**src/rtl/ultrascan_pkg.sv**
```systemverilog
`default_nettype none
// ============================================================================
//  Package     : ultrascan_pkg
//  Description : Shared definitions for the automata stream controller:
//                symbol width and the controller FSM state encoding.
//  Revision    : 1.0 - initial release
// ============================================================================
package ultrascan_pkg;

    // Width of one input symbol fed to the automata kernel.
    localparam int SYMBOL_W = 8;

    // Explicit 3-bit state codes; the enum below is built on these values so
    // that any legacy code comparing against raw codes keeps working.
    localparam logic [2:0] ST_IDLE  = 3'd0;
    localparam logic [2:0] ST_INIT  = 3'd1;
    localparam logic [2:0] ST_RUN   = 3'd2;
    localparam logic [2:0] ST_DRAIN = 3'd3;
    localparam logic [2:0] ST_DONE  = 3'd4;

    typedef enum logic [2:0] {
        CTRL_IDLE  = ST_IDLE,
        CTRL_INIT  = ST_INIT,
        CTRL_RUN   = ST_RUN,
        CTRL_DRAIN = ST_DRAIN,
        CTRL_DONE  = ST_DONE
    } ctrl_state_t;

endpackage
`default_nettype wire

```
**src/rtl/report_fifo.sv**
```systemverilog
`default_nettype none
// ============================================================================
//  Module      : report_fifo
//  Description : First-word-fall-through FIFO holding kernel report entries.
//                pop_data shows the head entry whenever the FIFO is non-empty
//                and reads as zero when empty. A push and a pop in the same
//                cycle on a full FIFO are both honoured.
//  Ports       : clk, reset (sync, active-low), push/push_data (write side),
//                pop/pop_data (read side), empty, count (occupancy).
//  Revision    : 1.0 - initial release
// ============================================================================
module report_fifo #(
    parameter int WIDTH = 33,
    parameter int DEPTH = 16
) (
    input  logic                     clk,
    input  logic                     reset,
    input  logic                     push,
    input  logic [WIDTH-1:0]         push_data,
    input  logic                     pop,
    output logic [WIDTH-1:0]         pop_data,
    output logic                     empty,
    output logic [$clog2(DEPTH):0]   count
);

    localparam int               PTR_W    = $clog2(DEPTH);
    localparam logic [PTR_W-1:0] PTR_ONE  = 1;
    localparam logic [PTR_W:0]   FILL_ONE = 1;
    localparam logic [PTR_W:0]   FULL_LVL = DEPTH[PTR_W:0];

    logic [WIDTH-1:0] mem [DEPTH];
    logic [PTR_W-1:0] wr_ptr;
    logic [PTR_W-1:0] rd_ptr;
    logic [PTR_W:0]   fill;
    logic             full;
    logic             do_push;
    logic             do_pop;

    assign empty   = (fill == '0);
    assign full    = (fill == FULL_LVL);
    assign do_pop  = pop && !empty;
    // A full FIFO can still accept a write when the head leaves this cycle.
    assign do_push = push && (!full || do_pop);
    assign count   = fill;

    // Zeroed when empty so the report outputs read clean after reset.
    assign pop_data = empty ? '0 : mem[rd_ptr];

    always_ff @(posedge clk) begin
        if (do_push) begin
            mem[wr_ptr] <= push_data;
        end
    end

    always_ff @(posedge clk) begin
        if (!reset) begin
            wr_ptr <= '0;
            rd_ptr <= '0;
            fill   <= '0;
        end else begin
            if (do_push) begin
                wr_ptr <= wr_ptr + PTR_ONE;
            end
            if (do_pop) begin
                rd_ptr <= rd_ptr + PTR_ONE;
            end
            case ({do_push, do_pop})
                2'b10:   fill <= fill + FILL_ONE;
                2'b01:   fill <= fill - FILL_ONE;
                default: fill <= fill;
            endcase
        end
    end

endmodule
`default_nettype wire

```
**src/rtl/automata_stream_ctrl.sv**
```systemverilog
`default_nettype none
// ============================================================================
//  Module      : automata_stream_ctrl
//  Description : Streams symbols into an automata kernel and queues the
//                kernel's non-zero report vectors, tagged with the offset of
//                the symbol that produced them, into a report FIFO.
//                FSM: IDLE -> INIT (kernel reset) -> RUN -> DRAIN -> DONE.
//  Ports       : clk, reset (sync, active-low)
//                start/stream_len        - begin a stream of stream_len symbols
//                s_valid/s_ready/s_data  - symbol input stream
//                k_symbols/k_run/k_reset - kernel drive
//                k_report                - kernel report outputs
//                r_valid/r_ready/r_vector/r_offset - report entry stream
//                busy, done              - status
//                report_count            - pushes this stream (optional)
//  Options     : ULTRASCAN_REPORT_COUNT_EN adds the report_count output.
//  Revision    : 1.0 - initial release
// ============================================================================
module automata_stream_ctrl
    import ultrascan_pkg::*;
#(
    parameter int NUM_REPORTS = 1,
    parameter int OFFSET_W    = 32,
    parameter int FIFO_DEPTH  = 16,
    parameter int INIT_CYCLES = 4
) (
    input  logic                   clk,
    input  logic                   reset,
    input  logic                   start,
    input  logic [OFFSET_W-1:0]    stream_len,
    input  logic                   s_valid,
    output logic                   s_ready,
    input  logic [SYMBOL_W-1:0]    s_data,
    output logic [SYMBOL_W-1:0]    k_symbols,
    output logic                   k_run,
    output logic                   k_reset,
    input  logic [NUM_REPORTS-1:0] k_report,
    output logic                   r_valid,
    input  logic                   r_ready,
    output logic [NUM_REPORTS-1:0] r_vector,
    output logic [OFFSET_W-1:0]    r_offset,
    output logic                   busy,
    output logic                   done
`ifdef ULTRASCAN_REPORT_COUNT_EN
    ,
    output logic [OFFSET_W-1:0]    report_count
`endif
);

    localparam int                  CNT_W     = $clog2(FIFO_DEPTH) + 1;
    localparam int                  ENTRY_W   = NUM_REPORTS + OFFSET_W;
    localparam int                  INIT_W    = (INIT_CYCLES > 1) ? $clog2(INIT_CYCLES) : 1;
    localparam logic [INIT_W-1:0]   INIT_LAST = INIT_W'(INIT_CYCLES - 1);
    localparam logic [INIT_W-1:0]   INIT_ONE  = 1;
    localparam logic [OFFSET_W-1:0] OFF_ONE   = 1;
    localparam logic [CNT_W-1:0]    DEPTH_C   = CNT_W'(FIFO_DEPTH);

    ctrl_state_t          state;
    ctrl_state_t          state_nxt;
    logic [OFFSET_W-1:0]  remaining;
    logic [OFFSET_W-1:0]  offset;
    logic [INIT_W-1:0]    init_cnt;

    // Report pipeline: stage 1 is the k_run cycle, stage 2 the sample cycle.
    logic [OFFSET_W-1:0]  off_s1;
    logic [OFFSET_W-1:0]  off_s2;
    logic                 s2_valid;

    logic                 accept;
    logic                 start_ok;
    logic                 push;
    logic                 pop;
    logic                 fifo_empty;
    logic [CNT_W-1:0]     fifo_count;
    logic [CNT_W-1:0]     free_cnt;
    logic [1:0]           inflight_sum;
    logic [CNT_W-1:0]     inflight;
    logic [ENTRY_W-1:0]   fifo_out;

    assign inflight_sum = {1'b0, k_run} + {1'b0, s2_valid};
    assign inflight     = {{(CNT_W-2){1'b0}}, inflight_sum};
    assign free_cnt     = DEPTH_C - fifo_count;

    // Every accepted symbol may produce a report two cycles later, so a beat
    // is only taken when a FIFO slot is reserved for it on top of the beats
    // already in flight.
    assign s_ready  = (state == CTRL_RUN) && (remaining != '0) && (free_cnt > inflight);
    assign accept   = s_valid && s_ready;
    assign start_ok = (state == CTRL_IDLE) && start;

    assign k_reset = (state == CTRL_IDLE) || (state == CTRL_INIT);
    assign busy    = (state != CTRL_IDLE);
    assign done    = (state == CTRL_DONE);

    assign push = s2_valid && (k_report != '0);
    assign pop  = r_valid && r_ready;

    always_comb begin
        state_nxt = state;
        case (state)
            CTRL_IDLE: begin
                if (start) begin
                    state_nxt = (stream_len == '0) ? CTRL_DONE : CTRL_INIT;
                end
            end
            CTRL_INIT: begin
                if (init_cnt == INIT_LAST) begin
                    state_nxt = CTRL_RUN;
                end
            end
            CTRL_RUN: begin
                if (accept && (remaining == OFF_ONE)) begin
                    state_nxt = CTRL_DRAIN;
                end
            end
            CTRL_DRAIN: begin
                // Stage 2 is sampled this very cycle, so only a beat still in
                // stage 1 keeps the drain open.
                if (!k_run) begin
                    state_nxt = CTRL_DONE;
                end
            end
            CTRL_DONE: begin
                state_nxt = CTRL_IDLE;
            end
            default: begin
                state_nxt = CTRL_IDLE;
            end
        endcase
    end

    always_ff @(posedge clk) begin
        if (!reset) begin
            state     <= CTRL_IDLE;
            remaining <= '0;
            offset    <= '0;
            init_cnt  <= '0;
            k_symbols <= '0;
            k_run     <= 1'b0;
            off_s1    <= '0;
            off_s2    <= '0;
            s2_valid  <= 1'b0;
        end else begin
            state    <= state_nxt;
            k_run    <= accept;
            s2_valid <= k_run;
            off_s2   <= off_s1;

            if (start_ok) begin
                remaining <= stream_len;
                offset    <= '0;
                init_cnt  <= '0;
            end else if (state == CTRL_INIT) begin
                init_cnt <= init_cnt + INIT_ONE;
            end

            if (accept) begin
                k_symbols <= s_data;
                off_s1    <= offset;
                offset    <= offset + OFF_ONE;
                remaining <= remaining - OFF_ONE;
            end
        end
    end

    report_fifo #(
        .WIDTH (ENTRY_W),
        .DEPTH (FIFO_DEPTH)
    ) u_fifo (
        .clk       (clk),
        .reset     (reset),
        .push      (push),
        .push_data ({k_report, off_s2}),
        .pop       (pop),
        .pop_data  (fifo_out),
        .empty     (fifo_empty),
        .count     (fifo_count)
    );

    assign r_valid  = !fifo_empty;
    assign r_vector = fifo_out[ENTRY_W-1:OFFSET_W];
    assign r_offset = fifo_out[OFFSET_W-1:0];

`ifdef ULTRASCAN_REPORT_COUNT_EN
    logic [OFFSET_W-1:0] push_cnt;

    always_ff @(posedge clk) begin
        if (!reset) begin
            push_cnt <= '0;
        end else if (start_ok) begin
            push_cnt <= '0;
        end else if (push && (push_cnt != '1)) begin
            push_cnt <= push_cnt + OFF_ONE;
        end
    end

    assign report_count = push_cnt;
`endif

endmodule
`default_nettype wire

```
**config.mk**
```make
export PLATFORM = sky130hd
export DESIGN_NAME = automata_stream_ctrl
export DESIGN_NICKNAME = d
export VERILOG_FILES = /design/src/rtl/ultrascan_pkg.sv /design/src/rtl/report_fifo.sv /design/src/rtl/automata_stream_ctrl.sv
export SDC_FILE = /design/constraint.sdc
export NUM_CORES = 1
export LEC_CHECK = 0
export BUFFER_PORTS_ARGS = -buffer_cell sky130_fd_sc_hd__buf_2
export CAP_MARGIN = 20
export CORE_AREA = 2 2 258 197
export DETAILED_ROUTE_END_ITERATION = 8
export DIE_AREA = 0 0 260 199
export PLACE_DENSITY = 0.72
export SLEW_MARGIN = 20
export SYNTH_ARGS = -nofsm -noshare
export SYNTH_HDL_FRONTEND = slang
export SYNTH_HIERARCHICAL = 1
export SYNTH_SLANG_ARGS = --single-unit
```
**constraint.sdc**
```tcl
create_clock -name clk -period 11.8 [get_ports clk]
set_input_delay 0.59 -clock clk [delete_from_list [all_inputs] [get_ports clk]]
set_output_delay 0.59 -clock clk [all_outputs]
set_load 0.03 [all_outputs]
```
==> results.md <==
- Status: completed
- Fmax: approximately 220 MHz
- Layout fillers: 3,498
- Final min period: 4.46 ns
- GRT Residual Overflow: 0
- Pin count of the biggest net entering global routing: approximately 120
- Final antenna-violating net count: 0
- Post-synth EDFFs: 528
- Top Metal Used: met5
- Distinct cells, synth: between 70 and 80
- Die area: just over 0.05 mm^2
- Setup_tns: 0 ns
- Post-Synthesis Cells: 1,669
- Post_cts resized: 0
- Drt first pass iters: 5
- Worst VDD drop: 122 uV
- Skew final: between 0.02 and 0.025 ns
- Met1 WL: around 25 mm
- Vias in the first global route: between 15,000 and 20,000
- Cell row count: 71
- Port-buffer cells: 92
- Number of vias in the routed layout: around 15,000
- WP data required: between 10 and 15 ns
- Crit-path cells: buf_4 -> mux4_2 -> a221o_1 -> buf_2
- Setup Buffers After CTS: 0
- Yosys top cell by area: edfxtp_1
- Buf/Inv on CP: 2
- Clock sinks: roughly 700
- Chip Width: 260 um
- Global-route wire length before repair: just over 90 mm
- CTS Buffer Depth: 3
- Final Hold Viols: 0
- DR WL/cell: approximately 24 um
- Synthesized cell area: 0.0272 mm^2
- Root Driver: clkbuf_16
- Max incr delay on CP: around 1.0 ns
- CTS tree: yes
- WL met3: between 4 and 5 mm
- Most frequent cells in the layout: edfxtp_1 (528), dfxtp_1 (156), nand2_1 (140), mux4_2 (132), buf_2 (92)
- CTS Buf Count: 66
- Worst Path Arrival: about 3.9 ns
- GP Congestion: approximately 0.80
- Final WL: 59.8 mm
- RSZ-0062 raised after global routing: false
- Power per cell area: 156 mW/mm^2
- GR Util All Layers: around a quarter
- Commonest non-fill, non-tap cell in the layout: edfxtp_1
- Crit path launch type: register
- Multi-input logic area: roughly 0.0076 mm^2
- Crit-path leading delay family: buffers and inverters
- Top cells by area, synth: edfxtp_1 (58%), dfxtp_1 (12%), mux4_2 (11%)
- Final #Nets: 1,813
- Ratio of cells with drive above 1 in the final layout: about 22%
- DRT iter0 DRCs: ~1,500
- Least-Margin Pin Slew: around 1.1 ns
- # setup viols final: 0
- Worst-Skew Late Latency: 0.61 ns
- Syn. warnings: 6
- WS Path Type: reg -> out
- Slowest cell on the critical path: dfxtp_4
- Initial antenna violation count: 1
- H-Tree Depth: 3
- Max capacitance violation total: 0
- Syn Nets: between 1,500 and 2,000
- Layout area overhead: 12.0%
- Worst min path class: in -> reg
- Storage element area: between 0.015 and 0.02 mm^2
- Crit path max fanout: 50
- Routed wl met2: between 20 and 30 mm
- I/O pins: 93
- Synthesized area per cell: 16.3 um^2
- Hold buffer count at CTS: 0
- Die height: around 200 um
- Period Utilization, post-route: a little under two fifths
- Slew headroom: 25.0%
- Via/cell ratio: 6.27
- Initial Utilization: between 50 and 60%
- DRC viols: 0
- Worst hold slack: between 0.2 and 0.25 ns
- Seq/Total Area, Yosys: a little over two thirds
- Reg clk slew, reported paths: approximately 0.070 ns
- Ys flop type: edfxtp_1
- Share of the synthesized area in the top cell type: approximately three fifths
- #FFs+latches synth: around 690
- Slew Limit Fails: 0
- Asr flop ratio synth: 0%
- Placed wire-length estimate: about 33 mm
- Core ar.: between 0.04 and 0.05 mm^2
- CP Capture Type: output port
- Diodes inserted: 0
- Static Leakage: around 11 nW
[worst min-delay path, cell delays in order]
cell     delay [ns]
buf_2          0.10
nand2_1        0.04
a21oi_1        0.05
[per-stage QoR]
step                setup slack [ns]  total power (W)  std cells  utilization (%)  instance area [um^2]
global route                    7.05          0.00491       2459             61.9                 30500
CTS                             7.21          0.00481       2457             61.7                 30400
floorplan                       6.26          0.00270       1669                -                 27200
global placement                7.92          0.00273       2332             57.2                 28200
detailed placement              7.87          0.00273       2336             57.4                 28300
finish                          7.34          0.00477       2459             61.9                 30500
[cell type report]
class	instances	area share [%]
Clock buffer	88	5.97
Clock inverter	33	1.06
Inverter	27	0.332
Multi-Input combinational cell	852	25.0
Sequential cell	688	62.5
Tap cell	657	2.70
Timing Repair Buffer	114	2.39
[cells by family (layout without fill, tap and decap cells)]
group	count (synthesis)	count (layout)	share of synthesized area (%)
fa+ha+maj	18	18	0.854
flops	688	688	70.0
buf+inv	129	262	2.34
xor+xnor	9	9	0.289
simple gates	423	423	8.01
compound gates	225	225	5.98
mux	177	177	12.6
[path summary, 6_finish.rpt]
| kind | slack [ns] | cells past startpoint | from | to |
|---|---|---|---|---|
| worst min register to register | 0.45 | 2 | off_s1[31] | off_s1[31] |
| worst max-delay path | 7.34 | 4 | register | r_offset[3] |
| worst max register to register | 8.15 | 7 | u_fifo/count[1] | u_fifo/mem[6][4] |
| worst min-delay path | 0.23 | 3 | s_data[7] | k_symbols[7] |
[cell usage after synthesis, types with 17 or more instances]
master      n
inv_1      27
buf_2      35
mux4_2    132
nand3_1    30
nor2_1     34
clkbuf_1   47
edfxtp_1  528
and2_1     49
nor3_1     51
dfxtp_1   160
a21oi_1    72
mux2i_1    44
a221o_1    33
nor4_1     18
ha_1       17
o211ai_1   26
nand2_1   140
nand4_1    22
[state kept, by name, summed over array words and instances, names as in the netlist, 3 cells and up, named ones only]
name,flops
u_fifo/count,5
u_fifo/rd_ptr,4
state,3
off_s1,32
off_s2,32
k_symbols,8
u_fifo/wr_ptr,4
offset,32
remaining,32
u_fifo/mem,528
[power by group]
group	total (W)	switching, W	internal [W]
registers	0.00259	0.00000937	0.00258
logic	0.0000880	0.0000572	0.0000308
clock network	0.00210	0.000892	0.00120
total	0.00477	0.000959	0.00381
[layer usage]
layer | up-vias | GRT usage, %
met5 | - | 0
met4 | 2 | 6.92
met3 | 120 | 5.14
met2 | 615 | 37.4
met1 | 7922 | 34.1
li1 | 6758 | -
(Power assumes the default switching activity.)
